[config.mk]
export PLATFORM = sky130hd
export DESIGN_NAME = trace_sched
export DESIGN_NICKNAME = d
export VERILOG_FILES = /design/src/rtl/trace_sched_pkg.sv /design/src/rtl/trace_sched.sv
export SDC_FILE = /design/constraint.sdc
export NUM_CORES = 1
export LEC_CHECK = 0
export BUFFER_PORTS_ARGS = -buffer_cell sky130_fd_sc_hd__buf_2
export CAP_MARGIN = 10
export CORE_ASPECT_RATIO = 1.2
export CORE_MARGIN = 5
export CORE_UTILIZATION = 45
export DETAILED_ROUTE_END_ITERATION = 10
export PLACE_DENSITY = 0.81
export SYNTH_ARGS = -nofsm -noshare
export SYNTH_HDL_FRONTEND = slang
export SYNTH_SLANG_ARGS = --single-unit
[constraint.sdc]
create_clock -name clk -period 5.4 [get_ports clk]
set_clock_uncertainty 0.15 [all_clocks]
set_input_delay 1.08 -clock clk [delete_from_list [all_inputs] [get_ports clk]]
set_output_delay 1.08 -clock clk [all_outputs]
set_load 0.01 [all_outputs]
[src/rtl/trace_sched_pkg.sv]
// Shared display-timing package: frame geometry defaults, field widths,
// the trace scheduler state encoding and the next-row helper.
package trace_sched_pkg;

    localparam int H_TOTAL_DEF   = 800;
    localparam int V_TOTAL_DEF   = 525;
    localparam int V_VISIBLE_DEF = 480;

    localparam int POS_W  = 10;
    localparam int SIZE_W = 11;
    localparam int MISS_W = 8;

    typedef enum logic {
        ST_IDLE = 1'b0,
        ST_REQ  = 1'b1
    } trace_state_t;

    // Row that follows pos in a frame of total lines (wraps to row 0).
    function automatic logic [POS_W-1:0] calc_next_row(input logic [POS_W-1:0] pos,
                                                       input int total);
        if (int'(pos) == total - 1) begin
            return '0;
        end
        return pos + 1'b1;
    endfunction

endpackage

[src/rtl/trace_sched.sv]
// Ray-trace scheduler: one trace request per visible line, issued at the
// start of the line for the following row. Results are double-buffered
// (pending for the next line, active for the line on screen) and swapped
// at the last clock of each line. Missed deadlines are counted.
//
// Handshake: trace_req rises one cycle after hpos = 0 and stays high with
// trace_row stable until the cycle after trace_done is seen high (or the
// line ends). trace_done/trace_side/trace_size are sampled only while
// trace_req is high; there is no backpressure on the tracer.
module trace_sched
    import trace_sched_pkg::*;
#(
    parameter int H_TOTAL   = H_TOTAL_DEF,
    parameter int V_TOTAL   = V_TOTAL_DEF,
    parameter int V_VISIBLE = V_VISIBLE_DEF
) (
    input  logic              clk,
    input  logic              reset_n,
    input  logic [POS_W-1:0]  hpos,
    input  logic [POS_W-1:0]  vpos,
    input  logic              enable,
    output logic              trace_req,
    output logic [POS_W-1:0]  trace_row,
    input  logic              trace_done,
    input  logic              trace_side,
    input  logic [SIZE_W-1:0] trace_size,
    output logic              row_side,
    output logic [SIZE_W-1:0] row_size,
    output logic              row_valid,
    output logic [MISS_W-1:0] miss_count,
    output trace_state_t      dbg_state
);

    trace_state_t      state_q;
    logic              req_q;
    logic [POS_W-1:0]  row_q;
    logic              pend_side_q;
    logic [SIZE_W-1:0] pend_size_q;
    logic              pend_valid_q;
    logic              act_side_q;
    logic [SIZE_W-1:0] act_size_q;
    logic              act_valid_q;
    logic [MISS_W-1:0] miss_q;

    logic [POS_W-1:0]  next_row;
    logic              line_end;
    logic              next_visible;
    logic              start_req;
    logic              take_result;
    logic [MISS_W-1:0] miss_d;

    // Line timing decode and the per-cycle request/capture decisions.
    always_comb begin
        next_row     = calc_next_row(vpos, V_TOTAL);
        line_end     = (hpos == POS_W'(H_TOTAL - 1));
        next_visible = (int'(next_row) < V_VISIBLE);
        start_req    = (state_q == ST_IDLE) && (hpos == '0) && enable && next_visible;
        take_result  = (state_q == ST_REQ) && trace_done;
        miss_d       = (miss_q == '1) ? miss_q : miss_q + 1'b1;
    end

    // Request FSM, result double-buffer and saturating miss counter.
    always_ff @(posedge clk or negedge reset_n) begin
        if (!reset_n) begin
            state_q      <= ST_IDLE;
            req_q        <= 1'b0;
            row_q        <= '0;
            pend_side_q  <= 1'b0;
            pend_size_q  <= '0;
            pend_valid_q <= 1'b0;
            act_side_q   <= 1'b0;
            act_size_q   <= '0;
            act_valid_q  <= 1'b0;
            miss_q       <= '0;
        end else begin
            case (state_q)
                ST_IDLE: begin
                    if (start_req) begin
                        state_q <= ST_REQ;
                        req_q   <= 1'b1;
                        row_q   <= next_row;
                    end
                end
                ST_REQ: begin
                    // A result or the end of the line both close the request;
                    // a late tracer is simply abandoned.
                    if (trace_done || line_end) begin
                        state_q <= ST_IDLE;
                        req_q   <= 1'b0;
                    end
                end
                default: begin
                    state_q <= ST_IDLE;
                    req_q   <= 1'b0;
                end
            endcase

            if (line_end) begin
                if (take_result) begin
                    // Result arrived on the very last clock: bypass pending.
                    act_side_q  <= trace_side;
                    act_size_q  <= trace_size;
                    act_valid_q <= 1'b1;
                end else if (pend_valid_q) begin
                    act_side_q  <= pend_side_q;
                    act_size_q  <= pend_size_q;
                    act_valid_q <= 1'b1;
                end else begin
                    act_side_q  <= 1'b0;
                    act_size_q  <= '0;
                    act_valid_q <= 1'b0;
                end
                pend_valid_q <= 1'b0;
                if (next_visible && !take_result && !pend_valid_q) begin
                    miss_q <= miss_d;
                end
            end else if (take_result) begin
                pend_side_q  <= trace_side;
                pend_size_q  <= trace_size;
                pend_valid_q <= 1'b1;
            end
        end
    end

    assign trace_req  = req_q;
    assign trace_row  = row_q;
    assign row_side   = act_side_q;
    assign row_size   = act_valid_q ? act_size_q : '0;
    assign row_valid  = act_valid_q;
    assign miss_count = miss_q;
    assign dbg_state  = state_q;

endmodule

==> summary.md, run 1 <==
| Metric | Value |
|---|---|
| Full die area | `0.006709 mm^2` |
| Highest clock rate | `0.2983 GHz` |
| Post-synthesis async set-or-reset flop share | `1.000` |
| Placer congestion estimate | `about 0.82` |
| Final Critical Period | `3.352 ns` |
| VDD IR max | `about 0.091 mV` |
| Cell Area, Synth | `roughly 0.0023 mm^2` |
| Io pins | `a little under 70` |
| Post-synth EDFFs | `0` |
| Clk pwr share | `0.375` |
| Register bit total from synthesis | `46` |
| Post-CTS Setup Repair Bufs | `0` |
| Vias in the first global route | `1757` |
| Fraction of layout cells with a size suffix above 1 | `0.3368` |
| Root buffer cell | `clkbuf_8` |
| Die Width | `75.61 um` |
| Post-synthesis cell count | `225` |
| First-pass GRT wire length | `a little over 8000 um` |
| Yosys top cell area share | `0.4952` |
| Pin count of the biggest net entering global routing | `47` |
| Die Y-Extent | `approximately 89 um` |
| Hold Path Depth | `2` |
| Initial Utilization | `0.4673` |
| DR vias/cell | `5.199` |
| Clk sink count | `46` |
| Final period util | `0.6208` |
| Flop pwr share | `0.555` |
| R2R cell count | `4` |
| Unique cell type count in the Yosys netlist | `41` |
| Data arrival time of the worst path | `3.37 ns` |
| Slew @ Worst Pin | `0.9897 ns` |
| H-tree levels | `2` |
| Final non-filler cell total | `351` |
| Top_reg_cell synth | `dfrtp_1` |
| CORE AREA | `about 0.0050 mm^2` |
| Row count | `28` |
| Setup_tns | `0 ns` |
| DP Cell Count | `343` |
| GRT Residual Overflow | `0` |
| Net Sw Frac | `0.2150` |
| Dominant cells by area after synthesis | `dfrtp_1 (50%), mux2_2 (6.8%), a21oi_1 (3.7%), and3_1 (3.5%), nand2_1 (3.4%)` |
| Critical Path Sink Type | `flip-flop` |
| Cts repair resizes | `0` |
| Internal Pwr Total | `0.0004934 W` |
| Drt pass-1 iters | `4` |
| Comb power frac | `0.070` |
| GRT Util Overall | `0.1612` |
| Area Growth Syn to Fin | `20.45%` |
| Slew Limit Fails | `0` |
| Worst setup path category | `primary input to flip-flop` |
| CTS tree | `done` |
| Initial antenna violation count | `0` |
| Synth Warn # | `0` |
| Final-report setup violation count | `0` |
| RSZ-0062 raised after global routing | `false` |
| DR iter-0 viols | `roughly 140` |
| Sequential area share after synthesis | `0.4952` |
| Outcome | `complete, no violations` |
| Bufs on Longest Clock Path | `2` |
| Fin. Hold Viols | `0` |
| Startpoint type of the worst setup path | `primary input` |
| Avg Cell Area, Syn | `about 10 um^2` |
| Clk Latency, worst-skew pair | `between 0.2 and 0.3 ns` |
| Fin nets | `roughly 330` |
| Relative slew slack | `0.3402` |
| Detailed-route DRC error count | `0` |
| IO Port Bufs | `68` |
| Hold-fix buffers at CTS | `0` |
| NetSw | `0.0001351 W` |
| Number of buffers created by CTS | `5` |
| DR WL/cell | `14.27 um` |
| Hpwl dp | `approximately 3800 um` |
| Synth Net Count | `264` |
| WL final | `5008 um` |
| Diode count | `0` |
| Pwr Density | `224.4 mW/mm^2` |
| Worst-path maximum fanout | `25` |
| Max cap viols | `0` |
| Clk slew on worst S/H paths | `0.08 ns` |
| Total vias in the final route | `1825` |
| Lkg Pwr | `around 1.4 nW` |
| Critical Path RT | `5.42 ns` |
| Worst Hold Class | `flip-flop to flip-flop` |
| Final ANT Viol Nets | `0` |
| Largest area contributor in the netlist | `dfrtp_1` |
[metal layers]
metal  global-route usage  share of wire  wire length [um]
met1               0.2038           0.43              2173
met3              0.02955          0.041               203
met5                    0              0                 0
met4              0.06359          0.016                81
met2               0.2702           0.51              2550
[final timing paths]
kind                                      startpoint                         end  slack [ns]
max in group asynchronous                    reset_n  pend_size_q[4]$_DFFE_PN0P_        3.69
min in group asynchronous                    reset_n    trace_row[7]$_DFFE_PN0P_        0.80
min reg2reg                act_size_q[3]$_DFFE_PN0P_   act_size_q[3]$_DFFE_PN0P_        0.33
max                                          hpos[5]   miss_count[1]$_DFFE_PN0P_        2.05
min                        act_size_q[3]$_DFFE_PN0P_   act_size_q[3]$_DFFE_PN0P_        0.33
max reg2reg                      dbg_state$_DFF_PN0_   miss_count[1]$_DFFE_PN0P_        3.10
[cell families after synthesis]
| kind of cell | count (synthesis) | share of synthesized area |
|---|---|---|
| DFF | 46 | 0.4952 |
| AOI/OAI and AO/OA | 37 | 0.09203 |
| and+or+nand+nor | 95 | 0.2352 |
| adders and majority gates | 3 | 0.01615 |
| xor gates and xnor gates | 14 | 0.05275 |
| muxes | 17 | 0.08235 |
| buffers and inverters | 13 | 0.02637 |
[power by group through the flow]
| stage | Clock (W) | Combinational, W | Sequential [W] |
|---|---|---|---|
| 5_1_grt | 0.000258 | 0.0000495 | 0.000350 |
| 3_3_place_gp | 0 | 0.0000433 | 0.000356 |
| 6_report | 0.000235 | 0.0000440 | 0.000349 |
| 3_5_place_dp | 0 | 0.0000443 | 0.000356 |
| 4_1_cts | 0.000244 | 0.0000444 | 0.000349 |
| 2_1_floorplan | 0 | 0.0000154 | 0.000355 |
[per-stage QoR]
step / util / cell area [um^2] / total power, W / hold slack [ns] / worst slack, ns
floorplan: - / 2325 / 0.0003709 / 0.2924 / 2.336
global placement: 0.5407 / 2690 / 0.0003991 / 0.3029 / 1.812
detailed placement: 0.5407 / 2690 / 0.0004003 / 0.3156 / 1.761
CTS: 0.5629 / 2800 / 0.0006380 / 0.3341 / 2.076
global route: 0.5629 / 2800 / 0.0006568 / 0.3503 / 1.806
finish: 0.5629 / 2800 / 0.0006285 / 0.3280 / 2.048
[final cells by class]
class                   count  area [um^2]
fillers                   446         2175
repair buffers             68        340.3
flip-flops and latches     46         1151
clock buffers               8        110.1
multi-input cells         166         1112
inverters                   3        11.26
well taps                  60        75.07
[worst max-delay path, cell delays in order]
cell     delay (ns)
buf_2          0.10
or3_4          0.38
or3_1          0.64
nor3_4         0.30
nor4b_4        0.48
mux2_1         0.38
[cells in the final DEF (no fill, tap or decap), drive strengths merged, types with 2 or more instances in the layout]
cell	count
nor4	3
nor3	3
or3	3
and3	13
mux2	17
nor2	18
nor2b	2
clkbuf	8
xnor2	9
o21ai	14
buf	68
and2	13
o211ai	2
nand4	7
nand2	21
nand3	6
inv	3
ha	3
a21oi	17
dfrtp	46
xor2	5
[synthesized netlist by cell type (2+ instances only)]
master	count
dfrtp_1	46
nand2_1	21
nor2_1	18
a21oi_1	17
mux2_2	14
and3_1	13
o21ai_0	13
and2_1	12
xnor2_1	9
clkbuf_1	7
nand4_1	7
nand3_1	5
xor2_1	5
ha_1	3
inv_1	3
mux2_1	3
nor2b_1	2
nor4_1	2
o211ai_1	2
or3_1	2
[flip-flops by register name, summed over array words and instances (netlist names), 8 cells and up]
signal	cells
act_size_q	11
miss_count	8
pend_size_q	11
trace_row	10
Note: power is estimated with default switching activity, not from simulation.
==> run 2: changes to the inputs <==
Settings changed: PLACE_DENSITY 0.81 to 0.84.
Clock period 5.4 ns to 2.8 ns, I/O delays scaled along.
==> run 2 against run 1 <==
Compared with the run above:
- global-route usage is 1.1 points higher
- setup slack got worse by 1.9 ns
- sequential power grew 93%
- power grew 87%
- register-to-register slack worse by 2.5 ns
- via count grew 2.7%
- largest cell class unchanged
- design area grew 2.9%
- first-iteration DRC count is 9.5% lower
- die area unchanged
- clock-buffer cell count fell by 1
- combinational power is 110% higher
==> summary.md, run 2 (synthesized netlist as in run 1, its figures left out) <==
| Metric | Value |
|---|---|
| Net Sw Frac | `0.2263 (was 0.2150)` |
| Pin count of the biggest net entering global routing | `25 (was 47)` |
| Highest clock rate | `around 0.38 GHz` |
| Final non-filler cell total | `364 (was 351)` |
| Internal Pwr Total | `0.0009080 W (was 0.0004934 W)` |
| Lkg Pwr | `1.491 nW (was 1.435 nW)` |
| Clk pwr share | `0.348 (was 0.375)` |
| Fin. Hold Viols | `0 (unchanged)` |
| Clk slew on worst S/H paths | `0.08 ns (about the same)` |
| Data arrival time of the worst path | `2.66 ns (was 3.37 ns)` |
| Total vias in the final route | `1874 (was 1825)` |
| RSZ-0062 raised after global routing | `false (unchanged)` |
| Worst Hold Class | `flip-flop to flip-flop (unchanged)` |
| Setup_tns | `0 ns (unchanged)` |
| Fin nets | `342 (was 329)` |
| H-tree levels | `2 (unchanged)` |
| Diode count | `0 (unchanged)` |
| Outcome | `complete, no violations (unchanged)` |
| Critical Path Sink Type | `flip-flop (unchanged)` |
| GRT Residual Overflow | `0 (unchanged)` |
| DR iter-0 viols | `124 (was 137)` |
| Place WS | `-0.1354 ns (was 1.761 ns)` |
| R2r startpoint | `dbg_state$_DFF_PN0_ (unchanged)` |
| Clk Latency, worst-skew pair | `0.29 ns (about the same)` |
| Final period util | `0.9434` |
| Row count | `28 (unchanged)` |
| Area Growth Syn to Fin | `23.95% (was 20.45%)` |
| Final-report setup violation count | `0 (unchanged)` |
| Hpwl dp | `4168 um (was 3833 um)` |
| First-pass GRT wire length | `8818 um (was 8197 um)` |
| Hold-fix buffers at CTS | `1 (was 0)` |
| CTS tree | `done (unchanged)` |
| GRT Util Overall | `0.1721 (was 0.1612)` |
| Vias in the first global route | `1927 (was 1757)` |
| NetSw | `0.0002656 W (was 0.0001351 W)` |
| Area of the multi-input gates | `0.001112 mm^2 (unchanged)` |
| DP Cell Count | `355 (was 343)` |
| Tot Pwr | `0.001174 W (was 0.0006285 W)` |
| Slew @ Worst Pin | `0.9664 ns (was 0.9897 ns)` |
| Flop pwr share | `0.574 (was 0.555)` |
| Slew Limit Fails | `0 (unchanged)` |
| Worst setup path category | `primary input to flip-flop (unchanged)` |
| Hold endpoint | `act_size_q[10]$_DFFE_PN0P_ (was act_size_q[3]$_DFFE_PN0P_)` |
| Startpoint type of the worst setup path | `primary input (unchanged)` |
| Die Width | `75.61 um (unchanged)` |
| Max cap viols | `0 (unchanged)` |
| Initial Utilization | `0.4673 (unchanged)` |
| Number of buffers created by CTS | `5 (unchanged)` |
| Io pins | `69 (unchanged)` |
| Relative slew slack | `0.3523 (was 0.3402)` |
| Detailed-route DRC error count | `0 (unchanged)` |
| IO Port Bufs | `68 (unchanged)` |
| CORE AREA | `0.004975 mm^2 (unchanged)` |
| DR vias/cell | `5.148 (was 5.199)` |
| R2r setup slk | `0.62 ns (was 3.10 ns)` |
| Worst-path maximum fanout | `17 (was 25)` |
| Final Critical Period | `2.642 ns` |
| Post-CTS Setup Repair Bufs | `0 (unchanged)` |
| Final ANT Viol Nets | `0 (unchanged)` |
| Filler Cell Count | `440 (was 446)` |
| Root buffer cell | `clkbuf_8 (unchanged)` |
| Hold Path Depth | `2 (unchanged)` |
| Commonest cells after routing, fill and taps aside | `buf_2 (68), dfrtp_1 (46), nand2_1 (21) (unchanged)` |
| Placer congestion estimate | `0.8186 (was 0.8231)` |
| Commonest non-fill, non-tap cell in the layout | `buf_2 (unchanged)` |
| WL final | `5274 um (was 5008 um)` |
| Comb power frac | `0.079 (was 0.070)` |
| PnR worst setup slack | `0.1584 ns (was 2.048 ns)` |
| Fraction of layout cells with a size suffix above 1 | `0.3586 (was 0.3368)` |
| VDD IR max | `0.1727 mV (was 0.09134 mV)` |
| Initial antenna violation count | `0 (unchanged)` |
| Clk sink count | `46 (unchanged)` |
| Sequential cell area | `0.001151 mm^2 (unchanged)` |
| End of the worst register-to-register path | `trace_row[2]$_DFFE_PN0P_ (was miss_count[1]$_DFFE_PN0P_)` |
| Die Y-Extent | `88.74 um (unchanged)` |
| Pwr Density | `407.3 mW/mm^2 (was 224.4 mW/mm^2)` |
| Drt pass-1 iters | `4 (unchanged)` |
| Full die area | `0.006709 mm^2 (unchanged)` |
| Bufs on Longest Clock Path | `2 (unchanged)` |
| R2R cell count | `3 (was 4)` |
| Cts repair resizes | `0 (unchanged)` |
| Critical Path RT | `2.82 ns (was 5.42 ns)` |
| DR WL/cell | `14.49 um (was 14.27 um)` |
| Hold Startpoint | `act_size_q[10]$_DFFE_PN0P_ (was act_size_q[3]$_DFFE_PN0P_)` |
-- run 2: cell types whose count changed in the layout (fill, tap and decap cells not counted), sizes merged --
cell,delta
clkinv,+1
dlygate4sd3,+1
buf,+12
clkbuf,-1
-- run 2: power by group through the flow --
stage | logic [W] | clock network [W] | registers (W)
floorplan | 0.0000297 | 0 | 0.000686
global placement | 0.0000895 | 0 | 0.000686
detailed placement | 0.0000929 | 0 | 0.000686
CTS | 0.0000941 | 0.000420 | 0.000673
global route | 0.000104 | 0.000453 | 0.000674
finish | 0.0000923 | 0.000408 | 0.000673
-- run 2: critical path, stage by stage --
cell and delay, ns:
buf_2 0.10, or3_4 0.38, nor4_1 0.21, nand4b_1 0.19, nor3_2 0.81, mux2_2 0.42
-- run 2: final cells by class --
cell class | instances | area share
tap | 60 | 0.02605
clock buffer | 7 | 0.02996
inverter | 3 | 0.003908
timing repair buffer | 81 | 0.1528
sequential | 46 | 0.3995
multi-input combinational | 166 | 0.3860
clock inverter | 1 | 0.001737
-- run 2: routing by layer --
| layer | up-vias | track usage | wire length, um |
|---|---|---|---|
| met4 | 0 | 0.06200 | 107 |
| met1 | 880 | 0.1971 | 2087 |
| met2 | 37 | 0.3119 | 2892 |
| met3 | 11 | 0.03409 | 187 |
| li1 | 946 | - | - |
| met5 | - | 0 | 0 |
-- run 2: per-stage QoR --
| stage | utilization | cell area [um^2] | hold slack (ns) |
|---|---|---|---|
| 3_5_place_dp | 0.5589 | 2780 | 0.2228 |
| 3_3_place_gp | 0.5589 | 2780 | 0.2199 |
| 6_report | 0.5792 | 2882 | 0.3256 |
| 5_1_grt | 0.5792 | 2882 | 0.3603 |
| 2_1_floorplan | - | 2325 | 0.1144 |
| 4_1_cts | 0.5792 | 2882 | 0.3345 |
-- run 2: worst max path at each step --
stage	startpoint	cells past startpoint	slack, ns	to
final	hpos[5]	6	0.16	trace_row[2]$_DFFE_PN0P_
after CTS	hpos[5]	6	0.15	trace_row[2]$_DFFE_PN0P_
after global placement	vpos[0]	7	-0.05	trace_row[3]$_DFFE_PN0P_
after floorplan	hpos[5]	6	0.26	miss_count[1]$_DFFE_PN0P_
after detailed placement	hpos[5]	6	-0.14	trace_row[3]$_DFFE_PN0P_
after global routing	hpos[5]	6	0.03	trace_row[2]$_DFFE_PN0P_
==> run 3: changes to the inputs <==
Settings changed: GPL_TIMING_DRIVEN set to 0, HOLD_SLACK_MARGIN set to 0.06, TNS_END_PERCENT set to 20.
==> run 3 against run 2 <==
Compared with the run above:
- register-to-register slack improved by 0.07 ns
- clock-buffer cell count decreased by 1
- global-route usage decreased by 1.2 points
- critical path type unchanged
- non-clock buffer count decreased by 4
- sequential power about the same
- utilization decreased by 0.73 points
- power increased by 0.15%
- largest power group unchanged
==> summary.md, run 3 (synthesized netlist as in run 1, its figures left out) <==
| Metric | Value |
|---|---|
| CTS tree | `done (unchanged)` |
| Die Width | `75.61 um (unchanged)` |
| Hold-fix buffers at CTS | `0 (was 1)` |
| Area Growth Syn to Fin | `22.39% (was 23.95%)` |
| Max cap viols | `0 (unchanged)` |
| VDD IR max | `0.1856 mV (was 0.1727 mV)` |
| Data arrival time of the worst path | `2.52 ns (was 2.66 ns)` |
| RSZ-0062 raised after global routing | `false (unchanged)` |
| DR WL/cell | `13.54 um (was 14.49 um)` |
| Cts repair resizes | `0 (unchanged)` |
| Post-CTS Setup Repair Bufs | `0 (unchanged)` |
| Pin count of the biggest net entering global routing | `47 (was 25)` |
| Hpwl dp | `3902 um (was 4168 um)` |
| Flop pwr share | `0.571 (was 0.574)` |
| Slew Limit Fails | `0 (unchanged)` |
| Vias in the first global route | `1844 (was 1927)` |
| Lkg Pwr | `1.449 nW (was 1.491 nW)` |
| Clk sink count | `46 (unchanged)` |
| Comb power frac | `0.074 (was 0.079)` |
| CORE AREA | `0.004975 mm^2 (unchanged)` |
| Critical Path RT | `2.83 ns (was 2.82 ns)` |
| Startpoint type of the worst setup path | `primary input (unchanged)` |
| DR vias/cell | `5.175 (was 5.148)` |
| H-tree levels | `2 (unchanged)` |
| Detailed-route DRC error count | `0 (unchanged)` |
| Commonest non-fill, non-tap cell in the layout | `buf_2 (unchanged)` |
| Diode count | `0 (unchanged)` |
| Fin nets | `338 (was 342)` |
| Critical Path Sink Type | `flip-flop (unchanged)` |
| GRT Residual Overflow | `0 (unchanged)` |
| Crit-path slowest cell | `nor4b_4 (was nor3_2)` |
| Clk pwr share | `0.355 (was 0.348)` |
| Slew @ Worst Pin | `0.9924 ns (was 0.9664 ns)` |
| Full die area | `0.006709 mm^2 (unchanged)` |
| Initial antenna violation count | `0 (unchanged)` |
| Worst setup path category | `primary input to flip-flop (unchanged)` |
| Bufs on Longest Clock Path | `2 (unchanged)` |
| GRT Util Overall | `0.1601 (was 0.1721)` |
| Total vias in the final route | `1863 (was 1874)` |
| Final Critical Period | `2.497 ns (was 2.642 ns)` |
| Die Y-Extent | `88.74 um (unchanged)` |
| First-pass GRT wire length | `8307 um (was 8818 um)` |
| Final-report setup violation count | `0 (unchanged)` |
| Pwr Density | `413.1 mW/mm^2 (was 407.3 mW/mm^2)` |
| Net Sw Frac | `0.2332 (was 0.2263)` |
| Relative slew slack | `0.3384 (was 0.3523)` |
| Max stage delay on crit path | `0.46 ns (was 0.81 ns)` |
| Final period util | `0.8917 (was 0.9434)` |
| Placer congestion estimate | `0.8916 (was 0.8186)` |
| Drt pass-1 iters | `4 (unchanged)` |
| Row count | `28 (unchanged)` |
| Clk slew on worst S/H paths | `0.08 ns (about the same)` |
| NetSw | `0.0002741 W (was 0.0002656 W)` |
| Root buffer cell | `clkbuf_8 (unchanged)` |
| CP cell instances | `buf_2 > or3_4 > or3_1 > buf_6 > nor3_4 > nor4b_4 > mux2_1 (was buf_2 > or3_4 > nor4_1 > nand4b_1 > nor3_2 > mux2_2)` |
| Initial Utilization | `0.4673 (unchanged)` |
| Worst-path maximum fanout | `8 (was 17)` |
| Core Util, Final | `0.5719 (was 0.5792)` |
| Clk Latency, worst-skew pair | `0.29 ns (about the same)` |
| Final ANT Viol Nets | `0 (unchanged)` |
| Io pins | `69 (unchanged)` |
| Fin. Hold Viols | `0 (unchanged)` |
| Outcome | `complete, no violations (unchanged)` |
| Fraction of layout cells with a size suffix above 1 | `0.3333 (was 0.3586)` |
| Internal Pwr Total | `0.0009013 W (was 0.0009080 W)` |
| IO Port Bufs | `67 (was 68)` |
| Highest clock rate | `0.4005 GHz (was 0.3786 GHz)` |
| DR iter-0 viols | `95 (was 124)` |
| WL final | `4875 um (was 5274 um)` |
| Tot Pwr | `0.001175 W (was 0.001174 W)` |
| Number of buffers created by CTS | `5 (unchanged)` |
| Commonest cells after routing, fill and taps aside | `buf_2 (68), dfrtp_1 (46), nand2_1 (21) (unchanged)` |
| Worst Hold Class | `primary input to async pin (was flip-flop to flip-flop)` |
## run 3: final timing paths
path,from,endpoint,slack (ns),cells past startpoint
worst max-delay path,hpos[5],miss_count[1]$_DFFE_PN0P_,0.30,7
worst min-delay path,reset_n,trace_row[6]$_DFFE_PN0P_,0.26,1
worst max register to register,miss_count[0]$_DFFE_PN0P_,miss_count[1]$_DFFE_PN0P_,0.69,6
worst min register to register,act_size_q[10]$_DFFE_PN0P_,act_size_q[10]$_DFFE_PN0P_,0.32,2
max in group asynchronous,reset_n,pend_size_q[0]$_DFFE_PN0P_,1.61,1
min in group clk,act_size_q[10]$_DFFE_PN0P_,act_size_q[10]$_DFFE_PN0P_,0.32,2
## run 3: power groups by stage
stage / registers, W / clock network, W / logic, W
6_report: 0.000671 / 0.000417 / 0.0000868
5_1_grt: 0.000672 / 0.000459 / 0.0000985
4_1_cts: 0.000671 / 0.000429 / 0.0000874
3_5_place_dp: 0.000685 / 0 / 0.0000871
3_3_place_gp: 0.000684 / 0 / 0.0000843
2_1_floorplan: 0.000686 / 0 / 0.0000297
## run 3: area by class of cell
cell class / instances / area [um^2]
fill: 434 / 2130
sequential: 46 / 1151
multi-input combinational: 166 / 1127
timing repair buffer: 67 / 335.3
clock buffer: 6 / 82.58
tap: 60 / 75.07
buffer: 10 / 50.05
clock inverter: 2 / 12.51
inverter: 3 / 11.26
## run 3: worst max-delay path: cells and delay by family
kind | cells | cell delay (ns)
multiplexers | 1 | 0.37
buffers and inverters | 2 | 0.25
AND/OR/NAND/NOR | 4 | 1.34
## run 3: per-stage QoR
stage          hold slack [ns]  area (um^2)  TNS, ns  instances  worst slack (ns)
3_3_place_gp            0.3051         2735  -0.6095        352          -0.07824
5_1_grt                 0.3520         2845        0        360            0.1537
6_report                0.2649         2845        0        360            0.3032
3_5_place_dp            0.3118         2735   -1.285        352           -0.1212
4_1_cts                 0.3107         2830        0        360            0.1981
2_1_floorplan           0.1144         2325        0        225            0.2561
## run 3: per-layer routing
layer	vias to the layer above	global-route usage	wire, um
met4	0	0.05723	96
met1	872	0.2023	2008
met3	10	0.02727	212
met2	45	0.2726	2557
li1	936	-	-
met5	-	0	0
